<file path="src/rtl/tempsense_sar_ctrl.sv">
// SAR conversion sequencer for the tempsense delay-line core: precharge/discharge/measure
// per bit, MSB first, with single-shot and continuous modes.
module tempsense_sar_ctrl #(
  parameter int N_VDAC   = 6,
  parameter int MEAS_CYC = 2,
  parameter int GAP_CYC  = 16
) (
  input  logic              clk,
  input  logic              reset,
  input  logic              i_start,
  input  logic              i_continuous,
  input  logic              i_tempdelay,
  output logic [N_VDAC-1:0] o_dac_data,
  output logic              o_dac_en,
  output logic              o_precharge_n,
  output logic [N_VDAC-1:0] o_result,
  output logic              o_valid,
  output logic              o_clip,
  output logic              o_busy
);

  localparam int CMAX = (MEAS_CYC > GAP_CYC) ? MEAS_CYC : GAP_CYC;
  localparam int CW   = $clog2(CMAX + 1);
  localparam int BW   = (N_VDAC > 1) ? $clog2(N_VDAC) : 1;

  typedef enum logic [2:0] {
    S_IDLE, S_PRECHARGE, S_DISCHARGE, S_MEASURE, S_SAMPLE, S_DONE, S_WAIT
  } state_t;

  state_t            state, state_nx;
  logic [N_VDAC-1:0] trial;
  logic [N_VDAC-1:0] bit_mask;
  logic [BW-1:0]     bit_idx;
  logic [CW-1:0]     cnt;
  logic [1:0]        td_sync;
  logic [N_VDAC-1:0] result;
  logic              clip;
  logic              valid;

  assign bit_mask = N_VDAC'(1) << bit_idx;

  always_comb begin
    state_nx      = state;
    o_dac_data    = '1;
    o_precharge_n = 1'b0;
    o_dac_en      = 1'b1;
    o_busy        = 1'b1;
    case (state)
      S_IDLE: begin
        o_dac_en = 1'b0;
        o_busy   = 1'b0;
        if (i_start || i_continuous) state_nx = S_PRECHARGE;
      end
      S_PRECHARGE: state_nx = S_DISCHARGE;
      S_DISCHARGE: begin
        o_dac_data    = '0;
        o_precharge_n = 1'b1;
        state_nx      = S_MEASURE;
      end
      S_MEASURE: begin
        o_dac_data    = trial | bit_mask;
        o_precharge_n = 1'b1;
        if (cnt == CW'(MEAS_CYC - 1)) state_nx = S_SAMPLE;
      end
      S_SAMPLE: begin
        o_dac_data    = trial | bit_mask;
        o_precharge_n = 1'b1;
        state_nx      = (bit_idx == '0) ? S_DONE : S_PRECHARGE;
      end
      S_DONE: state_nx = i_continuous ? S_WAIT : S_IDLE;
      S_WAIT: begin
        if (cnt == CW'(GAP_CYC - 1)) state_nx = i_continuous ? S_PRECHARGE : S_IDLE;
      end
      default: state_nx = S_IDLE;
    endcase
  end

  always_ff @(posedge clk) begin
    if (reset) begin
      state   <= S_IDLE;
      trial   <= '0;
      bit_idx <= '0;
      cnt     <= '0;
      td_sync <= '0;
      result  <= '0;
      clip    <= 1'b0;
      valid   <= 1'b0;
    end else begin
      state   <= state_nx;
      td_sync <= {td_sync[0], i_tempdelay};
      valid   <= (state == S_DONE);
      // counter restarts on every state change; only MEASURE and WAIT look at it
      cnt     <= (state_nx == state) ? cnt + CW'(1) : '0;
      case (state)
        S_IDLE, S_WAIT: begin
          if (state_nx == S_PRECHARGE) begin
            trial   <= '0;
            bit_idx <= BW'(N_VDAC - 1);
          end
        end
        S_SAMPLE: begin
          trial[bit_idx] <= td_sync[1];
          if (bit_idx != '0) bit_idx <= bit_idx - BW'(1);
        end
        S_DONE: begin
          result <= trial;
          clip   <= (trial == '0) || (trial == '1);
        end
        default: ;
      endcase
    end
  end

  assign o_result = result;
  assign o_clip   = clip;
  assign o_valid  = valid;

endmodule
</file>
<file path="config.mk">
export PLATFORM = sky130hd
export DESIGN_NAME = tempsense_sar_ctrl
export DESIGN_NICKNAME = d
export VERILOG_FILES = /design/src/rtl/tempsense_sar_ctrl.sv
export SDC_FILE = /design/constraint.sdc
export NUM_CORES = 1
export LEC_CHECK = 0
export ABC_AREA = 1
export CAP_MARGIN = 20
export CORE_MARGIN = 2
export CORE_UTILIZATION = 55
export DETAILED_ROUTE_END_ITERATION = 8
export MAX_ROUTING_LAYER = met4
export PLACE_DENSITY_LB_ADDON = 0.25
export SKIP_LAST_GASP = 1
export SYNTH_ARGS = -nofsm -noshare
export SYNTH_HDL_FRONTEND = slang
export SYNTH_SLANG_ARGS = --single-unit
</file>
<file path="constraint.sdc">
create_clock -name clk -period 4.64 [get_ports clk]
set_input_delay 0.928 -clock clk [delete_from_list [all_inputs] [get_ports clk]]
set_output_delay 0.928 -clock clk [all_outputs]
set_load 0.01 [all_outputs]
</file>
==> impl_metrics.py, run 1 <==
metrics = {
    "global_routing": {
        "grt_pass1_wl_mm": 5.768,
        "grt_antenna_before_repair": 0,
        "grt_max_degree": 19,
        "first_global_vias": 1324,
        "grt_overflow": 0,
        "track_usage_pct": 23.06,
    },
    "yosys": {
        "yosys.area.top_type": "sky130_fd_sc_hd__dfxtp_1",
        "ys_warn_count": 0,
        "postSynthAreaPerCell_um2": 7.267,
        "synth.net_count": 221,
        "synthTopCellsByArea": "sky130_fd_sc_hd__dfxtp_1 (36%), sky130_fd_sc_hd__nand2_1 (8.9%), sky130_fd_sc_hd__ha_1 (6.6%)",
        "netlist_area_um2": 1511,
        "ys_types": 31,
        "post-synth-top-area-fraction_pct": 35.76,
        "seq_area_frac_synth_pct": 35.76,
        "ys_seq_elements": 27,
        "syn-instance-count": 208,
    },
    "detailed_routing": {
        "drt_wl_total_mm": 3.278,
        "drt_first_pass_iters": 4,
        "drt_first_iter_violations": 58,
        "wl_per_cell_um": 12.75,
        "drt_drc_violations_left": 0,
        "num_vias": 1423,
        "ant_nets": 0,
        "routed_via_density": 5.537,
    },
    "power": {
        "finalPower_mw": 0.6214,
        "power_leakage_nw": 0.7098,
        "vdd.ir_drop.worst_mv": 0.2181,
        "power-per-cell-area_nw_per_um2": 357.0,
    },
    "place": {
        "place_area_um2": 1714,
        "numPlacedInstances": 253,
        "gpl.final_weighted_congestion": 0.9602,
        "post-dp-hpwl_mm": 2.522,
        "placement.io_buffers": 21,
    },
    "die": {
        "boundaryPins": 22,
        "die_y_um": 56.42,
        "standard_cell_rows": 19,
        "core_area_um2": 2686,
        "dieArea_um2": 3183,
        "initial_utilization_pct": 56.26,
        "die_w_um": 56.42,
    },
    "clock_network": {
        "cts_root_buf": "sky130_fd_sc_hd__clkbuf_4",
        "cts.repair_timing.setup_buffer_count": 0,
        "cts-htree-levels": 1,
        "cts_inserted_buffers": 3,
        "clock_transition_time_at_the_flip_flop_clock_pins_of_the_worst_setup_and_hold_paths_ns": 0.13,
        "clock_sinks": 27,
        "number_of_buffers_inserted_for_hold_repair_after_clock_tree_synthesis": 0,
        "cts_tree": "built",
        "worstSkewPairLatency_ns": 0.32,
        "cts_resized": 0,
        "ctsLongestPathBuffers": 2,
    },
    "sta": {
        "rsz0062_at_grt": "no",
        "fin_setup_tns_ns": 0,
        "finalCriticalPeriod_ns": 3.274,
        "slew_headroom_pct": 54.37,
        "layout_worst_path_cycle_share_pct": 70.55,
        "number_of_hold_violations_in_the_final_report": 0,
        "fmaxAchievable_mhz": 305.5,
        "worst-slew-pin-transition_ns": 0.6823,
        "finalMaxSlewViolations": 0,
        "finClkSkew_ns": 0.01508,
        "finalSetupViolations": 0,
    },
    "job": {
        "cap_viol_max_count": 0,
    },
    "cells_and_area": {
        "post_route_cells_drive_above_1_share_pct": 9.292,
        "multi_input_comb_area_um2": 823.3,
        "ff_latch_area_um2": 540.5,
        "stdcell_count": 257,
        "layout.nets": 240,
        "diodes": 0,
        "fillerInstances": 257,
        "layout-area-overhead-vs-synth_pct": 15.15,
        "fin_area_um2": 1740,
    },
    "worst_setup_path": {
        "worstPathArrival_ns": 2.35,
        "r2r_setup_slack_ns": 2.61,
        "timing.setup.critical_path_class": "reg -> out",
        "r2r_cells": 11,
        "start_kind": "register",
        "worstSetupEndpointType": "output port",
        "r2r-start": "bit_idx[0]$_SDFFE_PP0P_",
        "timing.critical_path.required_ns": 3.71,
        "path_max_fanout": 10,
        "r2r-end": "bit_idx[0]$_SDFFE_PP0P_",
    },
    "hold_path": {
        "hold_path_class": "reg -> reg",
        "worstHoldStart": "td_sync[0]$_SDFF_PP0_",
        "hold_path_end": "td_sync[1]$_SDFF_PP0_",
        "holdPathStages": 2,
    },
    "run_status": {
        "outcome": "complete, no violations",
    },
}
flip-flops by register name, summed over array words and instances (netlist names):
signal / cells
o_result: 6
trial: 6
cnt: 5
bit_idx: 3
state: 3
td_sync: 2
o_clip: 1
o_valid: 1
cells in the final DEF (no fill, tap or decap):
| cell type | n |
|---|---|
| sky130_fd_sc_hd__nor2_2 | 1 |
| sky130_fd_sc_hd__inv_2 | 6 |
| sky130_fd_sc_hd__nand2_2 | 4 |
| sky130_fd_sc_hd__nor3_4 | 1 |
| sky130_fd_sc_hd__clkinv_1 | 3 |
| sky130_fd_sc_hd__nor2_1 | 23 |
| sky130_fd_sc_hd__o21ai_1 | 1 |
| sky130_fd_sc_hd__nor4_1 | 1 |
| sky130_fd_sc_hd__nor3_1 | 1 |
| sky130_fd_sc_hd__nand3_2 | 1 |
| sky130_fd_sc_hd__nand2_1 | 36 |
| sky130_fd_sc_hd__clkdlybuf4s50_1 | 21 |
| sky130_fd_sc_hd__o21ai_0 | 12 |
| sky130_fd_sc_hd__clkbuf_1 | 1 |
| sky130_fd_sc_hd__xnor2_1 | 1 |
| sky130_fd_sc_hd__nand4_2 | 2 |
| sky130_fd_sc_hd__nand4_1 | 12 |
| sky130_fd_sc_hd__nor2_4 | 1 |
| sky130_fd_sc_hd__and3_1 | 2 |
| sky130_fd_sc_hd__o21bai_1 | 1 |
| sky130_fd_sc_hd__clkbuf_4 | 3 |
| sky130_fd_sc_hd__xor2_1 | 1 |
| sky130_fd_sc_hd__nand3_1 | 11 |
| sky130_fd_sc_hd__nand2_4 | 2 |
| sky130_fd_sc_hd__ha_1 | 8 |
| sky130_fd_sc_hd__inv_1 | 18 |
| sky130_fd_sc_hd__dfxtp_1 | 27 |
| sky130_fd_sc_hd__a21oi_1 | 18 |
| sky130_fd_sc_hd__a31oi_1 | 1 |
| sky130_fd_sc_hd__o31ai_1 | 6 |
report_power, final:
part,switching (mW),internal (mW),total (mW)
registers,0.0322,0.248,0.281
logic,0.147,0.0955,0.242
clock network,0.0649,0.0336,0.0985
worst max-delay path by stage:
stage / startpoint / endpoint / slack (ns) / cells past startpoint
final: state[2]$_SDFF_PP0_ / o_dac_data[5] / 1.37 / 5
after global routing: bit_idx[0]$_SDFFE_PP0P_ / o_dac_data[0] / 1.18 / 7
after CTS: state[2]$_SDFF_PP0_ / o_dac_data[5] / 1.39 / 5
after detailed placement: state[2]$_SDFF_PP0_ / o_dac_data[5] / 1.76 / 5
after global placement: bit_idx[0]$_SDFFE_PP0P_ / o_dac_data[0] / 1.87 / 7
after floorplan: bit_idx[0]$_SDFFE_PP0P_ / o_dac_data[0] / 2.41 / 6
synth_stat cells, drive strengths merged:
library cell,number
inv,24
clkbuf,3
a31oi,1
buf,4
ha,8
nand2,42
nor3,2
and3,2
a21oi,18
clkinv,3
dfxtp,27
o21ai,13
nand3,12
o21bai,1
o31ai,6
xnor2,1
nor4,1
xor2,1
nor2,25
nand4,14
cells by family (layout without fill, tap and decap cells):
family / after synthesis / after routing / share of synthesized area [%]
AND/OR/NAND/NOR: 98 / 98 / 32.53
AO/OA/AOI/OAI: 39 / 39 / 14.16
buffers and inverters: 34 / 52 / 9.767
flip-flops: 27 / 27 / 35.76
adder cells (fa/ha/maj): 8 / 8 / 6.623
XOR/XNOR: 2 / 2 / 1.159
area by class of cell:
type | instances | area share [%]
Tap cell | 31 | 2.229
Timing Repair Buffer | 21 | 12.08
Multi-Input combinational cell | 147 | 47.30
Inverter | 27 | 5.823
Sequential cell | 27 | 31.06
Clock buffer | 4 | 1.510
critical path, cell delays in order (launching register included):
cell and delay, ns:
sky130_fd_sc_hd__dfxtp_1 0.55, sky130_fd_sc_hd__inv_2 0.14, sky130_fd_sc_hd__nor3_4 0.37, sky130_fd_sc_hd__nor2_1 0.19
sky130_fd_sc_hd__o21ai_0 0.21, sky130_fd_sc_hd__clkdlybuf4s50_1 0.57
per-stage QoR:
| step | setup WS (ns) | hold WS (ns) | util (%) |
|---|---|---|---|
| 4_1_cts | 1.392 | 0.4256 | 64.79 |
| 3_5_place_dp | 1.763 | 0.4068 | 63.81 |
| 2_1_floorplan | 2.412 | 0.3883 | - |
| 6_report | 1.366 | 0.4238 | 64.79 |
| 3_3_place_gp | 1.872 | 0.3926 | 63.81 |
| 5_1_grt | 1.185 | 0.4580 | 64.79 |
per-layer routing:
layer | wire length (µm) | GRT usage (%) | up-vias
met5 | 0 | - | -
li1 | - | - | 726
met2 | 1466 | 35.22 | 51
met3 | 210 | 2.995 | 6
met4 | 40 | 7.143 | 0
met1 | 1560 | 31.84 | 640
Note: power is estimated with default switching activity, not from simulation.
==> inputs of run 2 (changes only) <==
--- a/config.mk
+++ b/config.mk
@@ -8,7 +8,7 @@
 export ABC_AREA = 1
 export CAP_MARGIN = 20
 export CORE_MARGIN = 2
-export CORE_UTILIZATION = 55
+export CORE_UTILIZATION = 48
 export DETAILED_ROUTE_END_ITERATION = 8
 export MAX_ROUTING_LAYER = met4
 export PLACE_DENSITY_LB_ADDON = 0.25
==> constraint.sdc (replaced) <==
create_clock -name clk -period 2.6 [get_ports clk]
set_input_delay 0.52 -clock clk [delete_from_list [all_inputs] [get_ports clk]]
set_output_delay 0.52 -clock clk [all_outputs]
set_load 0.01 [all_outputs]
==> run 2 against run 1 <==
Final area is 4.9% higher. Global-route usage shrank 1.9 points. Non-clock buffer count is 6 higher. Sequential share of layout area is 1.0 points lower. Critical endpoint is now o_dac_data[1]. Core utilization down 4.5 points. Total power grew 87%. Register-to-register slack worse by 1.8 ns. First-iteration DRC count is the same. Highest routed layer unchanged. Critical path depth did not move. Die area up 14%. Setup slack worse by 1.2 ns.
==> impl_metrics.py, run 2 (synthesis results as in run 1) <==
metrics = {
    "clock_network": {
        "worstSkewPairLatency_ns": 0.34,
        "clock_transition_time_at_the_flip_flop_clock_pins_of_the_worst_setup_and_hold_paths_ns": 0.15,
        "cts_root_buf": "sky130_fd_sc_hd__clkbuf_4",
        "number_of_buffers_inserted_for_hold_repair_after_clock_tree_synthesis": 0,
        "ctsLongestPathBuffers": 2,
        "clock_sinks": 27,
        "cts-htree-levels": 1,
        "cts_tree": "built",
        "cts_inserted_buffers": 3,
        "cts.repair_timing.setup_buffer_count": 0,
    },
    "global_routing": {
        "grt_antenna_before_repair": 0,
        "track_usage_pct": 21.12,
        "grt_max_degree": 19,
        "grt_pass1_wl_mm": 5.671,
        "first_global_vias": 1278,
        "grt_overflow": 0,
    },
    "sta": {
        "slew_headroom_pct": 75.65,
        "layout_worst_path_cycle_share_pct": 93.74,
        "finalMaxSlewViolations": 0,
        "worst-slew-pin-transition_ns": 0.3639,
        "fmaxAchievable_mhz": 410.3,
        "fin_setup_tns_ns": 0,
        "finalCriticalPeriod_ns": 2.437,
        "finClkSkew_ns": 0.008013,
        "finalSetupViolations": 0,
        "rsz0062_at_grt": "no",
        "number_of_hold_violations_in_the_final_report": 0,
    },
    "worst_setup_path": {
        "r2r-end": "cnt[4]$_SDFF_PP0_",
        "critical_path.top_delay_family": "buffers and inverters",
        "r2r-start": "cnt[0]$_SDFF_PP0_",
        "crit_top_cell": "sky130_fd_sc_hd__nor2_1",
        "timing.critical_path.required_ns": 2.08,
        "r2r_setup_slack_ns": 0.77,
        "start_kind": "register",
        "worstSetupEndpointType": "output port",
        "critical_path.n_buffers_inverters": 1,
        "path_max_fanout": 8,
        "timing.critical_path.cells": "nand2_2, nor2_1, nor2_1, o21ai_0, clkdlybuf4s50_1",
        "worst_path_max_delay_cell": "sky130_fd_sc_hd__clkdlybuf4s50_1",
        "crit_path_max_incr_delay_ns": 0.56,
        "timing.setup.critical_path_class": "reg -> out",
        "worstPathArrival_ns": 1.92,
        "r2r_cells": 12,
    },
    "run_status": {
        "outcome": "complete, no violations",
    },
    "die": {
        "standard_cell_rows": 20,
        "die_y_um": 60.12,
        "dieArea_um2": 3614,
        "core_area_um2": 3028,
        "boundaryPins": 22,
        "die_w_um": 60.12,
        "initial_utilization_pct": 49.92,
    },
    "cells_and_area": {
        "layout_common_cells": "sky130_fd_sc_hd__nand2_1 (36), sky130_fd_sc_hd__dfxtp_1 (23), sky130_fd_sc_hd__nor2_1 (22)",
        "layout_commonest_cell": "sky130_fd_sc_hd__nand2_1",
        "layout-area-overhead-vs-synth_pct": 20.78,
        "stdcell_count": 276,
        "diodes": 0,
        "layout.nets": 246,
        "fillerInstances": 288,
        "post_route_cells_drive_above_1_share_pct": 15.09,
        "fin_area_um2": 1826,
    },
    "power": {
        "vdd.ir_drop.worst_mv": 0.2986,
        "power_leakage_nw": 0.7443,
        "power-per-cell-area_nw_per_um2": 637.4,
    },
    "detailed_routing": {
        "drt_drc_violations_left": 0,
        "wl_per_cell_um": 12.21,
        "num_vias": 1460,
        "drt_wl_total_mm": 3.370,
        "drt_first_iter_violations": 58,
        "ant_nets": 0,
        "drt_first_pass_iters": 4,
        "routed_via_density": 5.290,
    },
    "place": {
        "gpl.final_weighted_congestion": 0.9047,
        "place_area_um2": 1775,
        "post-dp-hpwl_mm": 2.551,
        "numPlacedInstances": 272,
        "placement.io_buffers": 21,
    },
    "job": {
        "cap_viol_max_count": 0,
    },
    "hold_path": {
        "hold_path_end": "td_sync[1]$_SDFF_PP0_",
        "holdPathStages": 2,
        "worstHoldStart": "td_sync[0]$_SDFF_PP0_",
        "hold_path_class": "reg -> reg",
    },
}
-- run 2: changes by cell type in the layout (fill, tap and decap cells not counted), moves of 2 or more --
cell,before,now
sky130_fd_sc_hd__buf_4,0,6
sky130_fd_sc_hd__dfxtp_1,27,23
sky130_fd_sc_hd__dfxtp_2,0,3
sky130_fd_sc_hd__clkinvlp_4,0,2
-- run 2: worst register-to-register path: cells and delay by family, from the launching register on --
family,cells,cell delay (ns)
buffers and inverters,1,0.06
DFF,1,0.37
AOI/OAI and AO/OA,1,0.07
and+or+nand+nor,8,0.86
adders and majority gates,2,0.43
-- run 2: worst max-delay path by stage --
stage	from	to	slack, ns	depth (start not counted)
detailed placement	bit_idx[0]$_SDFFE_PP0P_	o_dac_data[0]	0.31	7
global route	bit_idx[0]$_SDFFE_PP0P_	o_dac_data[4]	0.02	5
finish	state[0]$_SDFF_PP0_	o_dac_data[1]	0.16	5
floorplan	bit_idx[0]$_SDFFE_PP0P_	o_dac_data[0]	0.78	6
global placement	bit_idx[0]$_SDFFE_PP0P_	o_dac_data[0]	0.38	7
CTS	state[0]$_SDFF_PP0_	o_dac_data[1]	0.004	7
-- run 2: metal layers --
layer,track usage (%),part of all wire [%],vias up
li1,-,-,741
met1,29.19,51,673
met2,30.90,44,40
met3,3.463,4.2,6
met4,7.619,1.2,0
met5,-,0,-
-- run 2: repair_timing --
action                                 CTS  global route
gates resized for setup                  2             7
gates cloned                             0             0
setup endpoints to repair                4             7
endpoints found under the hold margin    0             0
-- run 2: cell type report --
type / count / area (µm²) / share of cell area [%]
Multi-Input combinational cell: 147 / 829.5 / 45.44
Sequential cell: 27 / 548.0 / 30.02
Timing Repair Buffer: 27 / 257.7 / 14.12
Inverter: 27 / 105.1 / 5.757
Tap cell: 44 / 55.05 / 3.016
Clock buffer: 3 / 22.52 / 1.234
Clock inverter: 1 / 7.507 / 0.4112
-- run 2: power breakdown --
| group | total [mW] | internal (mW) | switching, mW |
|---|---|---|---|
| Combinational | 0.482 | 0.195 | 0.288 |
| Sequential | 0.489 | 0.448 | 0.0410 |
| Clock | 0.193 | 0.0590 | 0.134 |
| Total | 1.16 | 0.701 | 0.462 |
-- run 2: through the flow --
stage	utilization [%]	power [mW]	hold WS, ns	worst slack, ns
2_1_floorplan	-	0.7977	0.3883	0.7795
6_report	60.29	1.164	0.4255	0.1628
3_5_place_dp	58.64	0.9630	0.4070	0.3075
4_1_cts	59.71	1.153	0.4265	0.003590
3_3_place_gp	58.64	0.9586	0.3951	0.3798
5_1_grt	60.29	1.245	0.4368	0.01828
